===== src/rtl/mem_port_arbiter.sv =====
`default_nettype none
// ============================================================================
// Module   : mem_port_arbiter
// Purpose  : Shares one single-ported unified memory between the instruction
//            fetch requester (read-only) and the data requester (read/write).
//            One transaction in flight, fixed memory read latency, data side
//            has priority, and fetch is protected by an anti-starvation count.
// Ports    : clk, reset (sync, active-low)
//            i_req/i_addr -> i_gnt, i_rvalid, i_rdata      (fetch side)
//            d_req/d_we/d_be/d_addr/d_wdata -> d_gnt, d_rvalid, d_rdata
//            mem_en/mem_we/mem_be/mem_addr/mem_wdata, mem_rdata (memory)
//            busy : a transaction is in flight
// Options  : `define MEM_PORT_ARBITER_STATS_EN adds conflict_cnt and
//            i_stall_cnt statistic outputs.
// Revision : 1.0 - initial release
// ============================================================================
module mem_port_arbiter #(
   parameter int MEM_LAT    = 1,  // read latency, 1..7
   parameter int STARVE_MAX = 3   // max data grants while fetch waits, 1..15
) (
   input  logic        clk,
   input  logic        reset,
   input  logic        i_req,
   input  logic [31:0] i_addr,
   output logic        i_gnt,
   output logic        i_rvalid,
   output logic [31:0] i_rdata,
   input  logic        d_req,
   input  logic        d_we,
   input  logic [3:0]  d_be,
   input  logic [31:0] d_addr,
   input  logic [31:0] d_wdata,
   output logic        d_gnt,
   output logic        d_rvalid,
   output logic [31:0] d_rdata,
   output logic        mem_en,
   output logic        mem_we,
   output logic [3:0]  mem_be,
   output logic [31:0] mem_addr,
   output logic [31:0] mem_wdata,
   input  logic [31:0] mem_rdata,
   output logic        busy
`ifdef MEM_PORT_ARBITER_STATS_EN
   ,
   output logic [31:0] conflict_cnt,
   output logic [31:0] i_stall_cnt
`endif
);

   localparam logic [2:0] LAT_DONE     = 3'(MEM_LAT);
   localparam logic [3:0] STARVE_LIMIT = 4'(STARVE_MAX);

   typedef enum logic [1:0] {
      ST_IDLE  = 2'd0,
      ST_ISSUE = 2'd1,
      ST_WAIT  = 2'd2
   } state_e;

   state_e      state_q, state_d;
   logic        owner_q, owner_d;        // 1 = data side, 0 = fetch side
   logic        we_q, we_d;
   logic [3:0]  be_q, be_d;
   logic [31:0] addr_q, addr_d;
   logic [31:0] wdata_q, wdata_d;
   logic [2:0]  lat_cnt_q, lat_cnt_d;
   logic [3:0]  starve_cnt_q, starve_cnt_d;

   logic wr_done;
   logic rd_done;
   logic accept;
   logic i_pri;

   // A write finishes in its issue cycle; a read finishes in the wait cycle
   // where the memory data lands. Either frees the port for a new grant.
   assign wr_done = (state_q == ST_ISSUE) && owner_q && we_q;
   assign rd_done = (state_q == ST_WAIT) && (lat_cnt_q == LAT_DONE);
   assign accept  = reset && ((state_q == ST_IDLE) || wr_done || rd_done);
   assign i_pri   = (starve_cnt_q == STARVE_LIMIT);

   assign i_gnt = accept && i_req && (!d_req || i_pri);
   assign d_gnt = accept && d_req && !(i_req && i_pri);

   always_comb begin
      state_d      = state_q;
      owner_d      = owner_q;
      we_d         = we_q;
      be_d         = be_q;
      addr_d       = addr_q;
      wdata_d      = wdata_q;
      lat_cnt_d    = lat_cnt_q;
      starve_cnt_d = starve_cnt_q;

      case (state_q)
         ST_ISSUE: begin
            if (wr_done) begin
               state_d = ST_IDLE;
            end else begin
               state_d   = ST_WAIT;
               lat_cnt_d = 3'd1;
            end
         end
         ST_WAIT: begin
            if (rd_done) begin
               state_d = ST_IDLE;
            end else begin
               lat_cnt_d = 3'(lat_cnt_q + 3'd1);
            end
         end
         default: ;
      endcase

      // A grant in a done cycle overrides the return to IDLE, giving
      // back-to-back issue with no bubble.
      if (d_gnt) begin
         state_d = ST_ISSUE;
         owner_d = 1'b1;
         we_d    = d_we;
         be_d    = d_be;
         addr_d  = d_addr;
         wdata_d = d_wdata;
      end else if (i_gnt) begin
         state_d = ST_ISSUE;
         owner_d = 1'b0;
         we_d    = 1'b0;
         be_d    = 4'hF;
         addr_d  = i_addr;
         wdata_d = 32'd0;
      end

      // Count data grants that overtook a waiting fetch.
      if (!i_req || i_gnt) begin
         starve_cnt_d = 4'd0;
      end else if (d_gnt && (starve_cnt_q < STARVE_LIMIT)) begin
         starve_cnt_d = starve_cnt_q + 4'd1;
      end
   end

   always_ff @(posedge clk) begin
      if (!reset) begin
         state_q      <= ST_IDLE;
         owner_q      <= 1'b0;
         we_q         <= 1'b0;
         be_q         <= 4'd0;
         addr_q       <= 32'd0;
         wdata_q      <= 32'd0;
         lat_cnt_q    <= 3'd0;
         starve_cnt_q <= 4'd0;
      end else begin
         state_q      <= state_d;
         owner_q      <= owner_d;
         we_q         <= we_d;
         be_q         <= be_d;
         addr_q       <= addr_d;
         wdata_q      <= wdata_d;
         lat_cnt_q    <= lat_cnt_d;
         starve_cnt_q <= starve_cnt_d;
      end
   end

   // Memory strobes come straight from the latched request fields and are
   // forced to zero whenever no access is being issued.
   assign mem_en    = (state_q == ST_ISSUE);
   assign mem_we    = mem_en && we_q;
   assign mem_be    = mem_en ? be_q    : 4'd0;
   assign mem_addr  = mem_en ? addr_q  : 32'd0;
   assign mem_wdata = mem_en ? wdata_q : 32'd0;

   assign i_rvalid  = rd_done && !owner_q;
   assign i_rdata   = i_rvalid ? mem_rdata : 32'd0;
   assign d_rvalid  = wr_done || (rd_done && owner_q);
   assign d_rdata   = (rd_done && owner_q) ? mem_rdata : 32'd0;

   assign busy      = (state_q != ST_IDLE);

`ifdef MEM_PORT_ARBITER_STATS_EN
   logic [31:0] conflict_cnt_q;
   logic [31:0] i_stall_cnt_q;

   always_ff @(posedge clk) begin
      if (!reset) begin
         conflict_cnt_q <= 32'd0;
         i_stall_cnt_q  <= 32'd0;
      end else begin
         if (accept && i_req && d_req) begin
            conflict_cnt_q <= conflict_cnt_q + 32'd1;
         end
         if (i_req && !i_gnt) begin
            i_stall_cnt_q <= i_stall_cnt_q + 32'd1;
         end
      end
   end

   assign conflict_cnt = conflict_cnt_q;
   assign i_stall_cnt  = i_stall_cnt_q;
`endif

endmodule
`default_nettype wire


===== config.mk =====
export PLATFORM = sky130hd
export DESIGN_NAME = mem_port_arbiter
export DESIGN_NICKNAME = d
export VERILOG_FILES = /design/src/rtl/mem_port_arbiter.sv
export SDC_FILE = /design/constraint.sdc
export NUM_CORES = 1
export LEC_CHECK = 0
export ABC_AREA = 1
export CORE_ASPECT_RATIO = 1.1
export CORE_UTILIZATION = 34
export DETAILED_ROUTE_END_ITERATION = 10
export PLACE_DENSITY = 0.76
export RECOVER_POWER = 50
export SLEW_MARGIN = 5
export SYNTH_ARGS = -nofsm -noshare
export SYNTH_HDL_FRONTEND = slang
export SYNTH_SLANG_ARGS = --single-unit

===== constraint.sdc =====
create_clock -name clk -period 1.7 [get_ports clk]
set_input_delay 0.34 -clock clk [delete_from_list [all_inputs] [get_ports clk]]
set_output_delay 0.34 -clock clk [all_outputs]
set_load 0.05 [all_outputs]

# Word level (Yosys, flattened, before mapping)
# Cells that the tools add are included.
[totals]
wordCells = 75
reg_bits = 79
input_bits = 137
output_inout_bits = 139
[op_classes]
n_addsub = 2
muxes = 22
n_bitwise = 1
n_reduce_logical = 32
n_eq_ne = 8
magnitude_cmp = 1
[ops]
columns = ["cell", "count"]
rows = [
  ["$mux W32", 8],
  ["$logic_and A1 B1 Y1", 13],
  ["$mux W4", 3],
  ["$mux W3", 2],
  ["$ne A2 B2 Y1 const B", 3],
  ["$pmux W3 S2", 1],
  ["$reduce_bool A2 Y1", 3],
  ["$logic_or A1 B1 Y1", 5],
  ["$mux W1", 5],
  ["$add A4 B1 Y4 const B", 1],
  ["$eq A4 B2 Y1 const B", 1],
  ["$logic_not A1 Y1", 4],
  ["$lt A4 B2 Y1 const B", 1],
  ["$mux W2", 2],
  ["$ne A4 B4 Y1 const B", 1],
  ["$pmux W2 S2", 1],
  ["$reduce_and A2 Y1", 2],
  ["$reduce_bool A4 Y1", 1],
  ["$add A3 B1 Y3 const B", 1],
  ["$eq A3 B1 Y1 const B", 1],
  ["$reduce_and A3 Y1", 1],
  ["$reduce_or A3 Y1", 1],
  ["$eq A2 B1 Y1 const B", 1],
  ["$eq A2 B2 Y1 const B", 1],
  ["3 further kinds", 3],
]

# Depth between registers and ports, before layout
[depth]
ltp_word = 10
mapped_depth = 13
mapped_depth_nobuf = 11

# Least setup slack after synthesis
# No wires, ideal clock.
[synth_timing]
path_kind = "reg-to-output"
startpoint = "reg state_q[0]"
endpoint = "out i_rdata[10]"
arrival_ns = 2.500
required_ns = 1.360
path_stages_with_launch = 8
n_path_buf = 1
path_slack_ns = -1.140
cell_sequence = "dfxtp_1 > inv_1 > ha_1 > nand3_1 > nor2_1 > inv_1 > clkbuf_1 > nor2_1"
[synth_via]
elab_chain_cells = 4
[synth_lines]
columns = ["item", "line", "source"]
rows = [
  ["from (decl)", "59", "state_e state_q, state_d;"],
  ["from (signal assigned)", "149", "state_q <= state_d;"],
  ["$eq A2 B2 Y1", "76", "assign rd_done = (state_q == ST_WAIT) && (lat_cnt_q == LAT_DONE);"],
  ["$logic_and A1 B1 Y1", "76", ""],
  ["$logic_and A1 B1 Y1", "168", "assign i_rvalid = rd_done && !owner_q;"],
  ["net i_rvalid", "26", "output logic i_rvalid,"],
  ["$mux W32", "169", "assign i_rdata = i_rvalid ? mem_rdata : 32'd0;"],
  ["to (decl)", "27", "output logic [31:0] i_rdata,"],
]
# The timed path passes the listed nets, and every way through them passes these cells.

# Worst setup path after layout
[layout_timing]
startpoint = "reg state_q[0]"
endpoint = "reg addr_q[0]"
[layout_via]
elab_chain_cells = 9
word_cells_on_any_way = 15
cone_classes = "2 x eq/ne; 1 x mux; 12 x reduce/logical"
[layout_lines]
columns = ["item", "line", "source"]
rows = [
  ["$eq A2 B1 Y1", "75", "assign wr_done = (state_q == ST_ISSUE) && owner_q && we_q;"],
  ["$logic_and A1 B1 Y1 (2 in a row)", "75", ""],
  ["$logic_or A1 B1 Y1", "77", "assign accept = reset && ((state_q == ST_IDLE) || wr_done || rd_done);"],
  ["$logic_or A1 B1 Y1 (*)", "77", ""],
  ["$logic_and A1 B1 Y1 (*)", "77", ""],
  ["$logic_and A1 B1 Y1 (on tied branches) (2 in a row)", "81, 80", ""],
  ["$mux W32 / $reduce_bool A2 Y1 (equally long branches)", "-", ""],
  ["to (signal assigned)", "153", "addr_q <= addr_d;"],
  ["to (decl)", "63", "logic [31:0] addr_q, addr_d;"],
]
# Mark *: on every way between the ends. The rest lies on a longest branch, timed or not.
# A chain may end at the register's enable or synchronous reset.

==> impl_metrics.ini <==
[placed_design]
gp_congestion = 0.8553
dp.final_hpwl_mm = 13.14
port_buffers = 275

[clock_network]
cts.reportedPaths.clkPinSlew_ps = 70
numCtsBuffers = 9
hold_buffers = 0
cts.sinks = 79
worstSkewPairLatency_ps = 350
cts_tree = yes
clock_path_buffers = 2
h-tree-depth = 3
root_buffer = clkbuf_16

[finish]
ff_latch_area_um2 = 1588
fillers = 390
fin_nets = 1223
multi_input_area_um2 = 3316
drive_above_1_share_pct = 50.51
syn2layout_area_growth_pct = 168.9

[routing]
drt-total-wl_mm = 27.37
via_count = 6569
ant_nets = 0
viasPerCell = 5.272
drc = 0
wire_per_inst_um = 21.96
first_iter_violations = 416
drt_first_pass_iters = 5

[status]
failed_checks = negative setup slack
status = complete, but fails checks

[synth]
synth_cell_type_count = 25
netlist_area_um2 = 4358
synth-seq-cells = 79
synth_top_area_share_pct = 36.29
syn_area_per_cell_um2 = 5.889
seq_area_frac_synth_pct = 36.29
syn_inst = 740
yosysWarnings = 0
synth_area_leader_cell = dfxtp_1
synthTopCellsByArea = dfxtp_1 (36%), nand2_1 (23%), inv_1 (14%)
syn-num-nets = 883

[worst_setup_path]
required_ps = 1980
startpoint_type = flop
cp_cell_sequence = inv_4, ha_4, nand3_4, buf_4, nand3_4, nand2_4, buf_6, buf_6, a21oi_4, buf_12, clkbuf_16, nand3_1, a21oi_2
arrival_ps = 2460
crit_family = buffers and inverters
slowest_stage = dfxtp_4
critical_path.max_stage_delay_ps = 370
crit_buf_inv = 6
critPathKind = reg2reg
worstPathMaxFanout = 8
critPathCaptureType = flop

[hold_path]
min_path_type = reg2reg

[grt]
grt-ovfl-total = 0
grt_max_degree = 44
track_usage_pct = 28.21
grt_pass1_vias = 5740
grt_pass1_wl_mm = 28.35
antenna_found_initial = 4

[floorplan]
die-area_um2 = 13270
die_h_um = 120.7
die-width_um = 109.9
coreArea_um2 = 12540
boundaryPins = 276
rows = 43
start_util_pct = 34.76

[sta]
fmax_mhz = 459.0
layout_setup_ws_ps = -478.8
hold_violations = 0
final.setup.tns_ps = -74290
max_slew_margin_pct = 48.25
finalSetupViolations = 217
min_period_ps = 2179
period_share_pct = 128.2
rsz0062_at_grt = yes
tightest_slew_ps = 770.4
skew_ps = 7.615
slew_viol_final = 0

[flow_run]
maxCapViolCount = 0

[pwr]
peakVddDrop_v = 0.0006949
p_leak_nw = 5.284
p_per_area_nw_per_um2 = 709.0
finalPower_w = 0.008310
==> logic make-up after synthesis <==
group / Yosys count / share of synthesized area, %
buf+inv: 208 / 19.12
flops: 79 / 36.29
fa+ha+maj: 6 / 1.723
simple gates: 402 / 36.72
compound gates: 45 / 6.144
==> per-layer routing <==
layer  GRT usage (%)  part of all wire (%)  wire length [µm]
met1           26.20                    31              8351
met2           51.91                    52             14310
met3           10.57                   9.6              2624
met4           15.58                   7.6              2081
met5               0                     0                 0
==> stage by stage <==
stage	util, %	hold slack, ps	cells	setup WS [ps]	cell area, µm²
floorplan	-	418.7	740	-255.9	5285
global placement	76.01	427.4	1178	-169.7	9528
detailed placement	76.01	433.9	1178	-195.1	9528
CTS	83.43	448.9	1214	-342.1	10460
global route	93.47	473.4	1245	-525.5	11720
finish	93.49	461.1	1246	-478.8	11720
==> worst register-to-register path: stages (launching register included) <==
cell and delay, ps:
dfxtp_4 370, inv_4 70, ha_4 170, nand3_4 100, buf_4 170, nand3_4 100
nand2_4 100, buf_6 150, buf_6 110, a21oi_4 130, buf_12 180, clkbuf_16 160
nand3_1 130, a21oi_2 180
==> cell usage after synthesis, drive strengths merged <==
master    n
inv     169
o21ai     5
a31oi     1
nor2     81
a21oi    27
nor3      4
clkbuf   19
dfxtp    79
ha        6
buf      19
or2       1
nand4     2
a211oi    1
o211ai   11
nand3    49
clkinv    1
nand2   265
==> worst paths after layout <==
kind,from,to,slack [ps],cells past startpoint
max reg2reg,state_q[0]$_SDFFE_PN0P_,addr_q[0]$_SDFFE_PN0P_,-480,13
max,state_q[0]$_SDFFE_PN0P_,addr_q[0]$_SDFFE_PN0P_,-480,13
min reg2reg,addr_q[30]$_SDFFE_PN0P_,addr_q[30]$_SDFFE_PN0P_,460,2
min,addr_q[30]$_SDFFE_PN0P_,addr_q[30]$_SDFFE_PN0P_,460,2
==> state kept, by name (all words and copies together) (netlist names) <==
name / count
addr_q: 32
wdata_q: 32
be_q: 4
starve_cnt_q: 4
lat_cnt_q: 3
state_q: 2
owner_q: 1
we_q: 1
==> where the power goes <==
part | switching (W) | leakage, nW | internal, W
clock | 0.000895 | 0.146 | 0.00119
sequential | 0.000290 | 0.649 | 0.00208
combinational | 0.00203 | 4.49 | 0.00183
total | 0.00321 | 5.28 | 0.00510
==> what timing repair did <==
action | in CTS | in global routing
endpoints found under the setup margin | 162 | 216
hold endpoints to repair | 0 | 0
resized for setup | 106 | 213
cloned | 5 | 17
pin swaps | 18 | 62
buffers inserted | 15 | 13
==> layout make-up <==
cell class,count,area share (%)
repair buffers,367,45.82
multi-input cells,453,28.29
flip-flops and latches,79,13.55
inverters,170,7.964
clock buffers,10,2.039
well taps,157,1.676
clock inverters,6,0.5765
diodes,4,0.08541
==> cells in the final DEF (no fill, tap or decap), types with 18 or more instances in the layout <==
master / instances
nand2_1: 150
clkdlybuf4s50_1: 136
buf_12: 134
inv_1: 94
dfxtp_1: 76
clkinvlp_4: 72
nand2_4: 70
nor2_4: 66
nand2_2: 44
nand3_1: 39
buf_6: 35
buf_4: 24
clkbuf_16: 22
buf_8: 19
a21oi_2: 18
Note: power is estimated with default switching activity, not from simulation.
